<file path="src/rtl/shift_seq_pkg.sv">
// Shared types and encodings for the shift-register command sequencer.
// Used by shift_seq_ctrl and univ_shift_reg.
package shift_seq_pkg;

  typedef enum logic [1:0] {
    S_IDLE  = 2'd0,
    S_LOAD  = 2'd1,
    S_SHIFT = 2'd2,
    S_DONE  = 2'd3
  } shift_seq_state_t;

  localparam logic [1:0] CTRL_HOLD = 2'b00;
  localparam logic [1:0] CTRL_SHL  = 2'b01;
  localparam logic [1:0] CTRL_SHR  = 2'b10;
  localparam logic [1:0] CTRL_LOAD = 2'b11;

  localparam logic DIR_LEFT  = 1'b0;
  localparam logic DIR_RIGHT = 1'b1;

  function automatic logic [1:0] shift_ctrl(input logic dir);
    return (dir == DIR_RIGHT) ? CTRL_SHR : CTRL_SHL;
  endfunction

endpackage

</file>
<file path="src/rtl/univ_shift_reg.sv">
// N-bit universal shift register: hold, shift left, shift right, load.
// Shift insert bit comes from d[0] (left) or d[N-1] (right).
module univ_shift_reg
  import shift_seq_pkg::*;
#(
  parameter int N = 8
) (
  input  logic         clk,
  input  logic         reset,
  input  logic [1:0]   ctrl,
  input  logic [N-1:0] d,
  output logic [N-1:0] q
);

  always_ff @(posedge clk or posedge reset) begin
    if (reset) begin
      q <= '0;
    end else begin
      unique case (ctrl)
        CTRL_HOLD: q <= q;
        CTRL_SHL:  q <= {q[N-2:0], d[0]};
        CTRL_SHR:  q <= {d[N-1], q[N-1:1]};
        CTRL_LOAD: q <= d;
        default:   q <= q;
      endcase
    end
  end

endmodule

</file>
<file path="src/rtl/shift_seq_ctrl.sv">
// Command sequencer: load a word, shift it len times, pulse done.
// Optional rotate mode via SHIFT_SEQ_ROTATE_EN adds cmd_rot.
module shift_seq_ctrl
  import shift_seq_pkg::*;
#(
  parameter int N     = 8,
  parameter int CNT_W = $clog2(N + 1)
) (
  input  logic             clk,
  input  logic             reset,
  input  logic             cmd_valid,
  output logic             cmd_ready,
  input  logic [N-1:0]     cmd_data,
  input  logic             cmd_dir,
  input  logic [CNT_W-1:0] cmd_len,
`ifdef SHIFT_SEQ_ROTATE_EN
  input  logic             cmd_rot,
`endif
  input  logic             ser_in,
  output logic             ser_out,
  output logic [N-1:0]     q,
  output logic             busy,
  output logic             done
);

  localparam logic [CNT_W-1:0] LEN_MAX = CNT_W'(N);
  localparam logic [CNT_W-1:0] ONE     = CNT_W'(1);

  shift_seq_state_t state;
  logic [N-1:0]     data_r;
  logic             dir_r;
  logic [CNT_W-1:0] len_r;
  logic [CNT_W-1:0] cnt;
  logic [CNT_W-1:0] len_clamped;
  logic [1:0]       ctrl;
  logic [N-1:0]     d;
  logic             ins;

  assign len_clamped = (cmd_len > LEN_MAX) ? LEN_MAX : cmd_len;
  assign cmd_ready   = (state == S_IDLE) && !reset;
  assign busy        = (state != S_IDLE);
  assign ser_out     = (dir_r == DIR_RIGHT) ? q[0] : q[N-1];

`ifdef SHIFT_SEQ_ROTATE_EN
  logic rot_r;

  // In rotate mode the outgoing bit re-enters at the other end
  assign ins = rot_r ? ser_out : ser_in;

  always_ff @(posedge clk or posedge reset) begin
    if (reset) begin
      rot_r <= 1'b0;
    end else if (state == S_IDLE && cmd_valid) begin
      rot_r <= cmd_rot;
    end
  end
`else
  assign ins = ser_in;
`endif

  always_comb begin
    ctrl = CTRL_HOLD;
    d    = data_r;
    unique case (state)
      S_LOAD: ctrl = CTRL_LOAD;
      S_SHIFT: begin
        ctrl = shift_ctrl(dir_r);
        d    = {N{ins}};
      end
      default: ctrl = CTRL_HOLD;
    endcase
  end

  always_ff @(posedge clk or posedge reset) begin
    if (reset) begin
      state  <= S_IDLE;
      data_r <= '0;
      dir_r  <= DIR_LEFT;
      len_r  <= '0;
      cnt    <= '0;
      done   <= 1'b0;
    end else begin
      done <= 1'b0;
      unique case (state)
        S_IDLE: begin
          if (cmd_valid) begin
            data_r <= cmd_data;
            dir_r  <= cmd_dir;
            len_r  <= len_clamped;
            state  <= S_LOAD;
          end
        end
        S_LOAD: begin
          cnt <= len_r;
          if (len_r != '0) begin
            state <= S_SHIFT;
          end else begin
            state <= S_DONE;
            done  <= 1'b1;
          end
        end
        S_SHIFT: begin
          cnt <= cnt - ONE;
          if (cnt <= ONE) begin
            state <= S_DONE;
            done  <= 1'b1;
          end
        end
        S_DONE: state <= S_IDLE;
      endcase
    end
  end

  univ_shift_reg #(
    .N(N)
  ) u_sreg (
    .clk  (clk),
    .reset(reset),
    .ctrl (ctrl),
    .d    (d),
    .q    (q)
  );

endmodule

</file>
<file path="config.mk">
export PLATFORM = sky130hd
export DESIGN_NAME = shift_seq_ctrl
export DESIGN_NICKNAME = d
export VERILOG_FILES = /design/src/rtl/shift_seq_pkg.sv /design/src/rtl/univ_shift_reg.sv /design/src/rtl/shift_seq_ctrl.sv
export SDC_FILE = /design/constraint.sdc
export NUM_CORES = 1
export LEC_CHECK = 0
export ABC_AREA = 0
export CORE_ASPECT_RATIO = 1.4
export CORE_MARGIN = 2
export CORE_UTILIZATION = 51
export CTS_BUF_LIST = sky130_fd_sc_hd__clkbuf_8 sky130_fd_sc_hd__clkbuf_16
export DETAILED_ROUTE_END_ITERATION = 10
export MAX_ROUTING_LAYER = met4
export PLACE_DENSITY_LB_ADDON = 0.15
export SYNTH_ARGS = -nofsm -noshare
export SYNTH_HDL_FRONTEND = slang
export SYNTH_SLANG_ARGS = --single-unit
export TNS_END_PERCENT = 30
</file>
<file path="constraint.sdc">
create_clock -name clk -period 2 [get_ports clk]
set_input_delay 0.5 -clock clk [delete_from_list [all_inputs] [get_ports clk]]
set_output_delay 0.5 -clock clk [all_outputs]
set_load 0.02 [all_outputs]
</file>
==> flow_metrics.py <==
metrics = {
    "setup_path": {
        "setup.worst_path.end_class": "output port",
        "setup.worst_path.start": "state[1]",
        "critPathKind": "reg2out",
        "path_max_fanout": 4,
        "r2r-end": "u_sreg.q[4]",
        "arrival_ns": 1.40,
        "cp_top_family": "buffers and inverters",
        "crit_buf_inv": 3,
        "critPathRequiredTime_ns": 1.50,
        "endpoint": "busy",
        "slowest_stage": "dfrtp_1",
        "crit_chain": "inv_1 -> ha_1 -> inv_1 -> dlygate4sd2_1",
        "ff2ff_path_depth": 7,
        "cp_num_cells": 4,
        "crit_top_cell": "inv_1",
        "reg2reg_from": "state[0]",
        "critPathLaunchType": "flip-flop",
        "cpPeakStageDelay_ns": 0.41,
        "rrSetupSlack_ns": 0.21,
    },
    "global_route": {
        "grt_pass1_wl_um": 5678,
        "antenna_found_initial": 0,
        "grt_pass1_vias": 1262,
        "gr-usage-all-layers": 0.2220,
        "grt_max_degree": 29,
        "grt.overflow.total": 0,
    },
    "clock_network": {
        "clock_path_buffers": 2,
        "cts_root_buf": "clkbuf_8",
        "cts_hold_buf": 0,
        "cts_max_level": 1,
        "cts_tree": "built",
        "path_clk_slew_ns": 0.10,
        "numCtsBuffers": 3,
        "cts_sinks": 28,
        "worstSkewPairLatency_ns": 0.28,
    },
    "sta": {
        "max_freq_mhz": 527.6,
        "finalSetupTns_ns": 0,
        "final.min_clock_period_ns": 1.895,
        "skew_ns": 0.002890,
        "grt_setup_unrepaired": "false",
        "holdWs_ns": 0.5084,
        "tightest_slew_ns": 0.4998,
        "maxSlewHeadroom": 0.6640,
        "finalHoldViolCount": 0,
        "setup_slack_ns": 0.1047,
        "period_share": 0.9476,
        "setup_violations": 0,
        "drv_slew": 0,
    },
    "place": {
        "pre_cts_slack_ns": -0.1082,
        "gp_congestion": 0.8404,
        "port_buffers": 28,
        "place_area_um2": 1886,
        "dp_hpwl_um": 2504,
    },
    "yosys": {
        "syn_nets": 179,
        "synthTopCellsByCount": "dfrtp_1, mux2_2, nand2_1",
        "synth.distinct_cells": 32,
        "seq_area_frac_synth": 0.4598,
        "synthCells": 155,
        "synth_top_cell_by_area": "dfrtp_1",
        "ys_warn_count": 0,
        "ys_async_sr_fraction": 1.000,
        "synth_edf_count": 0,
        "netlist.area_leader.share": 0.4598,
        "synth-seq-cells": 28,
        "synth_area_leaders": "dfrtp_1, mux2_2, ha_1",
        "syn_avg_cell_area_um2": 9.832,
        "ys.flop_type": "dfrtp_1",
        "yosysMostFrequentCell": "dfrtp_1",
        "syn_area_um2": 1524,
    },
    "power_and_ir_drop": {
        "power_density_nw_per_um2": 1754,
        "clockPowerShare": 0.105,
        "switching_power_mw": 1.430,
        "p_int_mw": 1.961,
        "p_leak_nw": 0.8153,
        "swShare": 0.4216,
        "combPwrFrac": 0.577,
        "ir_drop_uv": 1065,
        "p_seq_frac": 0.319,
    },
    "drt": {
        "drt_iter0_drc": 18,
        "vias": 1240,
        "viasPerCell": 5.487,
        "avgRoutedWirePerCell_um": 15.02,
        "drt_wl_total_um": 3394,
        "ant_nets": 0,
        "remaining_drc_errors": 0,
        "dr.pass1.iters": 4,
    },
    "finish": {
        "diodes": 0,
        "drive_gt1_frac": 0.1693,
        "multiInputGateArea_um2": 760.7,
        "nets": 214,
        "nFillCells": 222,
        "area_delta_synth_final_pct": 26.85,
        "regArea_um2": 700.7,
        "fin_area_um2": 1933,
    },
    "hold_path": {
        "hold_path.class": "reg2reg",
    },
    "outcome": {
        "status": "complete, no violations",
    },
    "flow_run": {
        "maxCapViolations": 0,
    },
    "die": {
        "fp-row-count": 23,
        "ios": 29,
        "core_um2": 2849,
        "start_util": 0.5349,
        "die_area_um2": 3448,
        "die_h_um": 68.68,
        "die_w_um": 50.20,
    },
}
==> metal layers <==
metal  track usage  part of all wire  vias to the layer above
li1              -                 -                      612
met1        0.2399              0.41                      604
met2        0.4178              0.55                       18
met3       0.03664             0.025                        6
met4       0.06250             0.013                        0
met5             -                 0                        -
==> worst min path at each step <==
stage | endpoint | cells after the start | from | slack (ns)
after floorplan | len_r[0] | 2 | len_r[0] | 0.47
after detailed placement | data_r[2] | 1 | data_r[2] | 0.49
after global routing | data_r[2] | 1 | data_r[2] | 0.52
after global placement | data_r[3] | 1 | data_r[3] | 0.48
after CTS | data_r[2] | 1 | data_r[2] | 0.51
final | data_r[2] | 1 | data_r[2] | 0.51
==> cell families after synthesis <==
| group | share of synthesized area |
|---|---|
| mux | 0.1314 |
| compound gates | 0.1724 |
| simple gates | 0.1379 |
| flops | 0.4598 |
| buf+inv | 0.04105 |
| fa+ha+maj | 0.05747 |
==> repair_timing <==
| item | CTS | global route |
|---|---|---|
| buffers inserted | 0 | 0 |
| resized for setup | 4 | 1 |
| setup endpoints to repair | 3 | 1 |
==> power groups by stage <==
stage / registers (mW) / clock network [mW] / logic (mW)
finish: 1.08 / 0.356 / 1.95
global route: 1.11 / 0.379 / 2.18
CTS: 1.08 / 0.358 / 1.96
detailed placement: 1.09 / 0 / 1.97
global placement: 1.07 / 0 / 1.88
floorplan: 1.12 / 0 / 1.25
==> registers in the layout, indices dropped and copies added (netlist names) <==
register and count:
state 2, cnt 4, data_r 8, done 1, dir_r 1, u_sreg.q 8, len_r 4
==> metrics by stage <==
step	total power, mW	std cells	util
2_1_floorplan	2.366	155	-
3_3_place_gp	2.955	222	0.6618
3_5_place_dp	3.059	222	0.6618
4_1_cts	3.401	226	0.6803
5_1_grt	3.664	226	0.6785
6_report	3.391	226	0.6785
==> cells in the final DEF, fill, tap and decap left out, drive strengths merged, types with 8 or more instances in the layout <==
master         instances
inv                    8
a21oi                 14
buf                    9
dfrtp                 28
o21ai                 12
clkdlybuf4s50         25
nand2                 15
mux2                  16
nor2                  10
==> final cells by class <==
class / instances / share of cell area
Sequential cell: 28 / 0.3625
Multi-Input combinational cell: 112 / 0.3935
Inverter: 8 / 0.01553
Clock buffer: 4 / 0.02848
Timing Repair Buffer: 37 / 0.1761
Tap cell: 37 / 0.02395
Power figures use the tool's default switching activity.
